<file path="config.mk">
export PLATFORM = sky130hd
export DESIGN_NAME = pdm_modulator
export DESIGN_NICKNAME = d
export VERILOG_FILES = /design/src/rtl/pdm_modulator_pkg.sv /design/src/rtl/pdm_modulator_pcm_fifo.sv /design/src/rtl/pdm_modulator.sv
export SDC_FILE = /design/constraint.sdc
export NUM_CORES = 1
export LEC_CHECK = 0
export CORE_UTILIZATION = 40
export CTS_CLUSTER_SIZE = 28
export DETAILED_ROUTE_END_ITERATION = 8
export REMOVE_ABC_BUFFERS = 1
export SLEW_MARGIN = 20
export SYNTH_ARGS = -nofsm -noshare
export SYNTH_HDL_FRONTEND = slang
export SYNTH_SLANG_ARGS = --single-unit
</file>
<file path="constraint.sdc">
create_clock -name wb_clk_i -period 10.31 [get_ports wb_clk_i]
set_input_delay 1.5465 -clock wb_clk_i [delete_from_list [all_inputs] [get_ports wb_clk_i]]
set_output_delay 1.5465 -clock wb_clk_i [all_outputs]
set_load 0.01 [all_outputs]
</file>
<file path="src/rtl/pdm_modulator_pkg.sv">
// Shared constants for the PDM transmit path: default widths, the feedback
// full-scale value and the integrator clamp limits.
package pdm_modulator_pkg;

    localparam int BUS_WIDTH_DEF  = 16;
    localparam int FIFO_DEPTH_DEF = 4;
    localparam int ACC_WIDTH_DEF  = 20;

    // Feedback magnitude: the bitstream swings between +/- half of the PCM code range.
    function automatic longint pdm_full_scale(input int bus_width);
        return longint'(1) <<< (bus_width - 1);
    endfunction

    function automatic longint acc_max(input int acc_width);
        return (longint'(1) <<< (acc_width - 1)) - 1;
    endfunction

    function automatic longint acc_min(input int acc_width);
        return -(longint'(1) <<< (acc_width - 1));
    endfunction

endpackage

</file>
<file path="src/rtl/pdm_modulator_pcm_fifo.sv">
// Purpose: small synchronous sample FIFO with flush and occupancy level.
// Latency: a pushed entry becomes the head on the following edge.
// Backpressure: full/empty exported; push when full or pop when empty is ignored.
module pcm_fifo #(
    parameter int WIDTH = 16,
    parameter int DEPTH = 4,
    parameter int LW    = $clog2(DEPTH) + 1
) (
    input  logic             clk,
    input  logic             rst_n,
    input  logic             flush,
    input  logic             push,
    input  logic [WIDTH-1:0] push_dat,
    input  logic             pop,
    output logic [WIDTH-1:0] head_dat,
    output logic             full,
    output logic             empty,
    output logic [LW-1:0]    level
);

    localparam int PW = $clog2(DEPTH);

    logic [WIDTH-1:0] mem [DEPTH];
    logic [PW-1:0]    wr_ptr;
    logic [PW-1:0]    rd_ptr;
    logic             push_ok;
    logic             pop_ok;

    assign full     = (level == LW'(DEPTH));
    assign empty    = (level == '0);
    assign push_ok  = push & ~full & ~flush;
    assign pop_ok   = pop & ~empty & ~flush;
    assign head_dat = mem[rd_ptr];

    always_ff @(posedge clk or negedge rst_n) begin
        if (!rst_n) begin
            wr_ptr <= '0;
            rd_ptr <= '0;
            level  <= '0;
        end else if (flush) begin
            wr_ptr <= '0;
            rd_ptr <= '0;
            level  <= '0;
        end else begin
            if (push_ok) wr_ptr <= wr_ptr + PW'(1);
            if (pop_ok)  rd_ptr <= rd_ptr + PW'(1);
            if (push_ok && !pop_ok)      level <= level + LW'(1);
            else if (pop_ok && !push_ok) level <= level - LW'(1);
        end
    end

    // Storage needs no reset; validity is tracked entirely by the pointers and level.
    always_ff @(posedge clk) begin
        if (push_ok) mem[wr_ptr] <= push_dat;
    end

endmodule

</file>
<file path="src/rtl/pdm_modulator.sv">
// Purpose: PCM-to-PDM transmitter (sample FIFO feeding a 2nd-order delta-sigma loop).
// Latency: one PDM bit registered one cycle after each ce_pdm; new sample used from the next ce_pdm.
// Backpressure: pcm_ready_o drops while the FIFO is full; an empty FIFO on ce_pcm sets sticky underrun.
module pdm_modulator
    import pdm_modulator_pkg::*;
#(
    parameter int BUS_WIDTH  = BUS_WIDTH_DEF,
    parameter int FIFO_DEPTH = FIFO_DEPTH_DEF,
    parameter int ACC_WIDTH  = ACC_WIDTH_DEF
) (
    input  logic                          wb_clk_i,
    input  logic                          wb_rst_i,
    input  logic                          ce_pdm,
    input  logic                          ce_pcm,
    input  logic                          enable,
    input  logic                          mclear,
    input  logic signed [BUS_WIDTH-1:0]   pcm_i,
    input  logic                          pcm_valid_i,
    output logic                          pcm_ready_o,
    output logic                          pdm_data_o,
    output logic                          underrun_o,
    output logic [$clog2(FIFO_DEPTH):0]   fifo_level_o
);

    localparam int SUM_W = ACC_WIDTH + 2;
    localparam logic signed [SUM_W-1:0] FS     = SUM_W'(pdm_full_scale(BUS_WIDTH));
    localparam logic signed [SUM_W-1:0] SAT_HI = SUM_W'(acc_max(ACC_WIDTH));
    localparam logic signed [SUM_W-1:0] SAT_LO = SUM_W'(acc_min(ACC_WIDTH));

    logic signed [BUS_WIDTH-1:0] cur_sample;
    logic        [BUS_WIDTH-1:0] head;
    logic signed [ACC_WIDTH-1:0] i1, i2, i1_nxt, i2_nxt;
    logic signed [SUM_W-1:0]     fb, i1_sum, i2_sum;
    logic                        full, empty, push, pop;

    function automatic logic signed [ACC_WIDTH-1:0] clamp(input logic signed [SUM_W-1:0] v);
        if (v > SAT_HI)      return SAT_HI[ACC_WIDTH-1:0];
        else if (v < SAT_LO) return SAT_LO[ACC_WIDTH-1:0];
        else                 return v[ACC_WIDTH-1:0];
    endfunction

    assign pcm_ready_o = ~full;
    assign push        = pcm_valid_i & ~full & ~mclear;
    assign pop         = ce_pcm & enable & ~mclear & ~empty;

    pcm_fifo #(
        .WIDTH (BUS_WIDTH),
        .DEPTH (FIFO_DEPTH)
    ) u_fifo (
        .clk      (wb_clk_i),
        .rst_n    (wb_rst_i),
        .flush    (mclear),
        .push     (push),
        .push_dat (pcm_i),
        .pop      (pop),
        .head_dat (head),
        .full     (full),
        .empty    (empty),
        .level    (fifo_level_o)
    );

    // Intermediate sums are two bits wider than the integrators so clamping sees the true value.
    always_comb begin
        fb     = pdm_data_o ? FS : -FS;
        i1_sum = SUM_W'(i1) + SUM_W'(cur_sample) - fb;
        i1_nxt = clamp(i1_sum);
        i2_sum = SUM_W'(i2) + SUM_W'(i1_nxt) - fb;
        i2_nxt = clamp(i2_sum);
    end

    always_ff @(posedge wb_clk_i or negedge wb_rst_i) begin
        if (!wb_rst_i) begin
            cur_sample <= '0;
            i1         <= '0;
            i2         <= '0;
            pdm_data_o <= 1'b0;
            underrun_o <= 1'b0;
        end else if (mclear) begin
            cur_sample <= '0;
            i1         <= '0;
            i2         <= '0;
            pdm_data_o <= 1'b0;
            underrun_o <= 1'b0;
        end else if (!enable) begin
            cur_sample <= '0;
            i1         <= '0;
            i2         <= '0;
            if (ce_pdm) pdm_data_o <= ~pdm_data_o;
        end else begin
            if (ce_pdm) begin
                i1         <= i1_nxt;
                i2         <= i2_nxt;
                pdm_data_o <= ~i2_nxt[ACC_WIDTH-1];
            end
            if (ce_pcm) begin
                if (empty) underrun_o <= 1'b1;
                else       cur_sample <= head;
            end
        end
    end

endmodule

</file>
==> flow_summary.toml, run 1 <==
[sta]
hold_viol_final = 0
setup_viol = 0
clock.fmax_mhz = 145
finalSetupTns_ns = 0
rsz0062_at_grt = "no"
finalCritPeriodShare_pct = 66.7
slew_headroom_pct = 27.2
tightest_slew_ns = 1.09
period_minus_slack_ns = 6.88
finClkSkew_ns = 0.0120
maxSlewViolCount = 0

[clock_network]
holdBufCountCts = 0
clkLatencyLatePin_ns = 0.42
numCtsBuffers = 17
post-cts-setup-buffers = 0
clockBufferDepth = 2
clk_pin_slew_ns = 0.07
cts-root-buf = "clkbuf_16"
numClockSinks = 129
cts_tree = "yes"
ctsResizeCount = 0
htreeDepth = 4

[global_route]
grt-ovfl-total = 0
grt_max_degree = 66
grt_pass1_wl_um = 29100
track_usage_pct = 17.5
antenna_found_initial = 0
grt_pass1_vias = 5766

[yosys]
synth_cells = 799
synth_edf_count = 64
yosysWarningCount = 0
syn_area_um2 = 8170
avgSynthCellArea_um2 = 10.2
synth_seq_cells = 129
synthArstFlopShare_pct = 50.4
ys_types = 62
seq_area_frac_synth_pct = 43.4
ys.flop_type = "dfrtp_1"

[worst_setup_path]
cp-endpoint = "i2[14]"
path_max_fanout = 20
cp-start-kind = "register"
cp_data_arrival_time_ns = 7.13
cp-end-kind = "register"
r2r_cells = 23
crit_start = "pdm_data_o"
crit_path_cell_trace = "inv_1 -> fa_1 -> inv_1 -> ha_1 -> nand4_1 -> inv_1 -> a22o_1 -> a21o_1 -> xnor2_1 -> o22ai_2 -> a21oi_1 -> ha_1 -> inv_1 -> ha_1 -> a21o_1 -> a31oi_1 -> o211ai_1 -> a211oi_2 -> o21bai_1 -> a41oi_2 -> nor2_1 -> a31oi_4 -> o211ai_1"
critPathKind = "register to register"
critPathTopFamily = "compound AO/OA/AOI/OAI gates"
crit_cells = 23
crit_path_max_incr_delay_ns = 0.84
timing.rr.end = "i2[14]"
r2r-start = "pdm_data_o"
critPathSlowestCell = "o22ai_2"
reg2reg_slack_ns = 3.43
timing.critical_path.buf_inv = 4
required_ns = 10.57
path_common_cell = "inv_1"

[final_layout]
diodes = 0
final_core_util_pct = 47.1
final_cell_mix = "127 x inv_1, 82 x nand2_1, 76 x ha_1"
nNetsFinal = 935
final_common_cell = "inv_1"
area_growth_pct = 13.6
drive_above_1_share_pct = 9.64

[placed_design]
place.gp.congestion = 0.839
portBuffers = 28
dp_hpwl_um = 12600

[worst_hold_path]
hp-class = "register to register"

[status]
status = "finished clean"

[route]
vias = 5614
avgRoutedWirePerCell_um = 15.6
via_per_inst = 5.08
drt_first_pass_iters = 5
drtAntennaViolNets = 0
routed_wl_um = 17300
drt-initial-drc-count = 266
drc = 0

[floorplanning]
ios = 29
rows = 51
coreArea_um2 = 19700
start_util_pct = 41.4
die-area_um2 = 21000
die_h_um = 145
die_x_um = 145

[job]
cap_violations = 0
==> worst min-delay path by stage <==
stage | from | to | cells past startpoint
finish | i1[0] | i1[0] | 2
global route | i1[0] | i1[0] | 2
CTS | i1[0] | i1[0] | 2
detailed placement | i1[0] | i1[0] | 2
global placement | i1[0] | i1[0] | 2
floorplan | i1[0] | i1[0] | 2
==> cell families after synthesis <==
logic type      Yosys count  share of synthesized area [%]
simple gates            175                           9.54
buf+inv                 153                           7.36
mux                      18                           4.65
compound gates          201                           17.0
xor+xnor                 38                           4.16
fa+ha+maj                85                           13.8
flops                   129                           43.4
==> registers in the layout, summed over array words and instances, names as in the netlist <==
signal,cells
cur_sample,16
i1,20
i2,20
pdm_data_o,1
u_fifo.level,3
u_fifo.mem,64
u_fifo.rd_ptr,2
u_fifo.wr_ptr,2
underrun_o,1
==> per-stage QoR <==
stage | hold WS (ns) | setup slack, ns | std cells | cell area, um2
5_1_grt | 0.518 | 2.80 | 1105 | 9290
3_3_place_gp | 0.472 | 3.65 | 1073 | 8720
4_1_cts | 0.501 | 3.37 | 1105 | 9290
3_5_place_dp | 0.486 | 3.41 | 1073 | 8720
2_1_floorplan | 0.453 | 3.52 | 773 | 8050
6_report | 0.500 | 3.43 | 1105 | 9290
==> per-layer routing <==
metal | wire (um) | track usage [%]
met2 | 8400 | 29.2
met5 | 0 | 0
met4 | 184 | 5.48
met3 | 396 | 2.55
met1 | 8290 | 23.4
==> worst reg2reg max path, delay by kind of cell, from the launching register on <==
kind	cells	cell delay (ns)
buf+inv	4	0.40
simple gates	2	0.29
compound gates	12	3.65
xor+xnor	1	0.17
fa+ha+maj	4	1.63
flops	1	0.59
==> cells in the mapped netlist (8+ instances only) <==
cell type | count | area [um2]
mux4_2 | 16 | 360
nor2b_1 | 8 | 50.1
xnor2_1 | 19 | 166
clkbuf_1 | 17 | 63.8
edfxtp_1 | 64 | 1920
nor2_1 | 40 | 150
a21o_1 | 23 | 173
inv_1 | 127 | 477
nand2_1 | 82 | 308
ha_1 | 76 | 951
o211ai_1 | 18 | 135
xor2_1 | 18 | 158
nand2b_1 | 14 | 87.6
fa_1 | 9 | 180
dfrtp_1 | 65 | 1630
o21ai_0 | 32 | 160
a21oi_1 | 66 | 330
==> area by class of cell <==
type                       count  area [um2]
fill                        1842       10400
multi-input combinational    517        4030
sequential                   129        3550
inverter                     127         477
clock buffer                  17         425
tap                          265         332
timing repair buffer          35         328
clock inverter                15         144
Power of run 1 is left out: the tool's default activity adds up to more than one toggle a clock period on the data nets, which glitch-free logic cannot reach.
==> run 2, diff against run 1 <==
==> constraint.sdc (replaced) <==
create_clock -name wb_clk_i -period 7.05 [get_ports wb_clk_i]
set_input_delay 1.0575 -clock wb_clk_i [delete_from_list [all_inputs] [get_ports wb_clk_i]]
set_output_delay 1.0575 -clock wb_clk_i [all_outputs]
set_load 0.01 [all_outputs]
==> run 2 against run 1 <==
Net effect: highest routed layer unchanged; clock skew rose by 0.00080 ns; critical path type unchanged; flip-flop and latch count did not move; worst hold slack got worse by 0.0026 ns; cell count rose by 0.27%; cell area rose by 0.74%.
==> flow_summary.toml, run 2 (synthesis gave the netlist of run 1 again) <==
[status]
status = "finished clean"

[final_layout]
drive_above_1_share_pct = 9.85
diodes = 0
largest_register = "u_fifo.mem"
reg_top3 = "u_fifo.mem: 64 flops, i1: 20 flops, i2: 20 flops"
final_common_cell = "inv_1"
nNetsFinal = 938
area_growth_pct = 14.5
largest_register_ffs = 64
final_cell_mix = "127 x inv_1, 82 x nand2_1, 76 x ha_1"

[placed_design]
portBuffers = 28
dp_hpwl_um = 12500
place.gp.congestion = 0.850

[route]
drt-initial-drc-count = 231
drt_first_pass_iters = 4
routed_wl_um = 17400
via_per_inst = 5.19
drc = 0
vias = 5745
drtAntennaViolNets = 0
avgRoutedWirePerCell_um = 15.7

[worst_setup_path]
crit_cells = 22
critPathKind = "register to register"
critPathSlowestCell = "dfrtp_1"
critPathTopFamily = "compound AO/OA/AOI/OAI gates"
cp-start-kind = "register"
path_max_fanout = 17
cp_data_arrival_time_ns = 6.79
crit_path_cell_trace = "inv_1 -> fa_1 -> inv_1 -> ha_1 -> nand4_1 -> inv_1 -> a22o_1 -> a21o_1 -> a2111oi_4 -> o22ai_2 -> a21oi_1 -> ha_1 -> inv_1 -> ha_1 -> and3_1 -> o21ai_0 -> o211ai_2 -> a31o_4 -> a211oi_4 -> xnor2_2 -> o211ai_4 -> o211ai_1"
crit_path_max_incr_delay_ns = 0.57
cp-end-kind = "register"
r2r_cells = 22
path_common_cell = "inv_1"
required_ns = 7.30
timing.critical_path.buf_inv = 4

[clock_network]
numCtsBuffers = 17
cts-root-buf = "clkbuf_16"
numClockSinks = 129
clk_pin_slew_ns = 0.06
cts_tree = "yes"
htreeDepth = 4
clockBufferDepth = 2
clkLatencyLatePin_ns = 0.43

[sta]
clock.fmax_mhz = 153
finalSetupTns_ns = 0
finalCritPeriodShare_pct = 92.7
tightest_slew_ns = 0.901
rsz0062_at_grt = "no"
maxSlewViolCount = 0
finClkSkew_ns = 0.0128
setup_viol = 0
hold_viol_final = 0
period_minus_slack_ns = 6.53
slew_headroom_pct = 39.9

[floorplanning]
die-area_um2 = 21000
die_x_um = 145
coreArea_um2 = 19700
rows = 51
start_util_pct = 41.4
ios = 29
die_h_um = 145

[worst_hold_path]
min_path_cells = 2
hp-class = "register to register"

[global_route]
grt-ovfl-total = 0
grt_pass1_wl_um = 29200
grt_max_degree = 66
grt_pass1_vias = 5838
track_usage_pct = 17.7
antenna_found_initial = 0

[job]
cap_violations = 0
==> run 2: stage by stage <==
stage | cells | setup WS (ns) | instance area (um2) | hold slack [ns] | utilization [%]
floorplan | 773 | 0.256 | 8050 | 0.453 | -
global placement | 1075 | 0.495 | 8730 | 0.479 | 44.3
detailed placement | 1075 | 0.279 | 8730 | 0.495 | 44.3
CTS | 1107 | 0.270 | 9330 | 0.509 | 47.3
global route | 1108 | 0.0515 | 9360 | 0.520 | 47.4
finish | 1108 | 0.517 | 9360 | 0.497 | 47.4
==> run 2: layout make-up <==
class	instances	area, um2
Multi-Input combinational cell	517	4040
Clock buffer	17	425
Tap cell	265	332
Clock inverter	15	170
Inverter	127	477
Sequential cell	129	3550
Fill cell	1836	10400
Timing Repair Buffer	38	363
==> run 2: path summary, 6_finish.rpt <==
| check | endpoint | start | slack (ns) |
|---|---|---|---|
| worst max-delay path | i2[12] | pdm_data_o | 0.52 |
| worst min-delay path | i2[18] | i2[18] | 0.50 |
| worst max register to register | i2[12] | pdm_data_o | 0.52 |
| worst min register to register | i2[18] | i2[18] | 0.50 |
| max in group asynchronous | i2[9] | wb_rst_i | 5.62 |
| min in group asynchronous | i1[16] | wb_rst_i | 0.81 |
==> run 2: per-layer routing <==
| layer | global-route usage, % | vias up | part of all wire (%) |
|---|---|---|---|
| met3 | 3.46 | 15 | 2.4 |
| li1 | - | 2834 | - |
| met4 | 4.31 | 0 | 0.92 |
| met5 | 0 | - | 0 |
| met1 | 23.3 | 2821 | 48 |
| met2 | 29.9 | 75 | 49 |
==> run 2: repair_timing <==
| item | 4_1_cts | 5_1_grt |
|---|---|---|
| setup buffers | 0 | 1 |
| hold buffers | 0 | 0 |
| resized for setup | 0 | 1 |
| setup endpoints to repair | 0 | 19 |
==> run 2: worst register-to-register path, stage by stage, from the launching register on <==
cell and delay (ns):
dfrtp_1 0.57, inv_1 0.24, fa_1 0.57, inv_1 0.04, ha_1 0.35, nand4_1 0.20
inv_1 0.06, a22o_1 0.21, a21o_1 0.21, a2111oi_4 0.50, o22ai_2 0.31, a21oi_1 0.45
ha_1 0.23, inv_1 0.04, ha_1 0.34, and3_1 0.20, o21ai_0 0.24, o211ai_2 0.21
a31o_4 0.30, a211oi_4 0.23, xnor2_2 0.15, o211ai_4 0.54, o211ai_1 0.18
Power of run 2 is left out for the same reason.
==> RTL change (settings of run 2) <==
The package constant `ACC_WIDTH_DEF` goes from 20 to 24.
--- a/src/rtl/pdm_modulator_pkg.sv
+++ b/src/rtl/pdm_modulator_pkg.sv
@@ -6,3 +6,3 @@
     localparam int FIFO_DEPTH_DEF = 4;
-    localparam int ACC_WIDTH_DEF  = 20;
+    localparam int ACC_WIDTH_DEF  = 24;
 
Formal check against the unedited RTL: no difference found for any inputs over 4 cycles, from zero or initial values and one cycle with wb_rst_i low; that may be too few to reach the edited logic, so the function may still have changed.
==> RTL change against run 2 <==
- wire length up 15%
- sequential cell count up 8
- via count up 12%
- final area up 11%
- synthesized area up 13%
- setup slack worse by 58 ps
- global-route usage up 0.20 points
- die area up 12%
- cell count up 8.8%
- highest routed layer unchanged
Power is left out: the tool's default activity adds up to more than one toggle a clock period on the data nets, which glitch-free logic cannot reach.
==> RTL change: results (changes against run 2) <==
Parameter                              Value

Layout
  Antenna cells ... 0 (unchanged)
  Most common cell after layout, fill and taps aside ... inv_1
  Registers with the highest flip-flop counts ... u_fifo.mem x64, i1 x24, i2 x24
  Fin nets ... 1032 (+10%)
  Share of final-layout standard cells stronger than drive strength 1 ... 12.2% (+2.3 points)

Global routing
  GRT Util Overall ... 17.9% (+0.20 points)
  Number of global-route vias before repair ... 6502 (+11%)
  Number of antenna violations at the first check in global routing ... 0 (unchanged)
  Pin count of the biggest net entering global routing ... 69 (+4.5%)
  First-pass GRT wire length ... 33300 um (+14%)

Logic synthesis
  Top FF cell, synth ... dfrtp_1
  Yosys warning total ... 0 (unchanged)
  Unique cell type count in the Yosys netlist ... 68 (+9.7%)
  Synth cell count leaders ... 132 x inv_1, 84 x ha_1, 80 x a21oi_1
  Share of async-settable or async-resettable flops after synthesis ... 53.3% (+2.9 points)
  Cell types with the largest area share after synthesis ... edfxtp_1 21%, dfrtp_1 20%, ha_1 11%
  Post-synth EDFFs ... 64 (unchanged)
  Fraction of the yosys area taken by sequential cells ... 40.8% (-2.7 points)

STA
  Slew at the pin with the worst max-slew slack ... 947 ps (+46.0 ps)
  Layout Skew ... 14.7 ps (+1.82 ps)

Detailed routing
  Initial DRC count ... 313 (+35%)
  Via count ... 6434 (+12%)
  Total iterations of the first detailed-routing run ... 4 (unchanged)
  Wire length after detailed routing ... 20000 um (+15%)

Place
  Port Buffer Count ... 28 (unchanged)
  RD Place Congestion ... 0.897 (+5.5%)
  DP HPWL ... 14500 um (+16%)

Critical path
  Register-to-Register Setup Slack ... 460 ps (-60 ps)
  Standard cell with the maximum stage delay on the critical path ... dfrtp_1
  CP Max Fanout ... 13 (-4)
  Cell count of the worst reg-to-reg path ... 27 (+23%)
  Worst stage delay on the critical path ... 550 ps (-20 ps)
  Top cell family by delay on the critical path ... compound AO/OA/AOI/OAI gates
  Data arrival at the endpoint of the critical path ... 6900 ps (+110 ps)
  Critical path endpoint category ... flop
  End of the worst register-to-register path ... i2[11]
  Reg-to-Reg Start ... cur_sample[15]

Clocking
  CTS root buffer ... clkbuf_16
  Worst-skew pair later-pin latency ... 430 ps (about the same)
  Deepest level of the CTS H-tree ... 4 (unchanged)
  Clock slew seen by the registers of the worst setup and hold paths ... 80 ps (+20 ps)
  Maximum buffer depth of the clock tree ... 2 (unchanged)

Worst hold path
  Worst hold-check path type ... input port to async pin

Outcome
  Run status ... finished, final reports clean
[RTL change: cell types whose count changed in the layout (fill, tap and decap cells not counted), moves of 7 or more]
cell	before	now
ha_1	76	84
buf_4	9	16
a21oi_1	66	80
nand2_1	82	58
dfrtp_1	65	72
nand3_1	6	14
xnor2_1	19	31
fa_1	9	17
clkinv_8	0	8
o211ai_1	18	1
a221o_1	2	25
a21oi_2	7	20
[RTL change: worst reg2reg max path: cells and delay by family (launching register included)]
family,cells,cell delay [ps]
adder cells (fa/ha/maj),4,1390
AND/OR/NAND/NOR,3,560
XOR/XNOR,1,150
flip-flops,1,550
AO/OA/AOI/OAI,13,3180
buffers and inverters,6,650
[RTL change: how the worst max path moves through the flow]
stage              to  slack [ps]           start  cells past startpoint
6_report       i2[11]         460  cur_sample[15]                     27
5_1_grt        i2[13]          50  cur_sample[15]                     27
4_1_cts        i2[15]         190  cur_sample[15]                     26
3_5_place_dp    i2[0]         220  cur_sample[15]                     26
3_3_place_gp   i2[18]         280  cur_sample[15]                     26
2_1_floorplan   i2[0]         220      pdm_data_o                     22
[RTL change: layout make-up]
cell class | instances | area, sq um
flip-flops and latches | 137 | 3750
multi-input cells | 575 | 4770
clock inverters | 15 | 201
inverters | 133 | 499
clock buffers | 17 | 425
repair buffers | 44 | 410
well taps | 285 | 357
fillers | 2145 | 12200
[RTL change: per-layer routing]
metal	track usage, %	routed length, um	up-vias	part of all wire, %
met2	30.2	9800	94	49
li1	-	-	3183	-
met5	0	0	-	0
met4	4.95	302	0	1.5
met1	23.8	9420	3134	47
met3	2.90	502	23	2.5
[RTL change: timing repair]
| item | CTS | global route |
|---|---|---|
| endpoints found under the setup margin | 0 | 23 |
| buffers inserted | 0 | 3 |
| gates resized for setup | 0 | 3 |
| hold endpoints to repair | 0 | 0 |
[RTL change: cells by family after synthesis]
logic type / synth area share [%]
compound gates: 18.9
simple gates: 8.98
buf+inv: 7.71
flops: 40.8
fa+ha+maj: 15.1
xor+xnor: 4.46
mux: 4.03
[RTL change: metrics by stage]
step / cells / area [sq um] / setup slack [ps] / hold slack, ps / utilization [%]
after detailed placement: 1169 / 9720 / 218 / 488 / 43.1
after global routing: 1206 / 10400 / 50.7 / 422 / 46.2
after CTS: 1201 / 10300 / 188 / 419 / 45.8
after floorplan: 843 / 8990 / 224 / 479 / -
after global placement: 1169 / 9720 / 284 / 482 / 43.1
final: 1206 / 10400 / 459 / 422 / 46.2
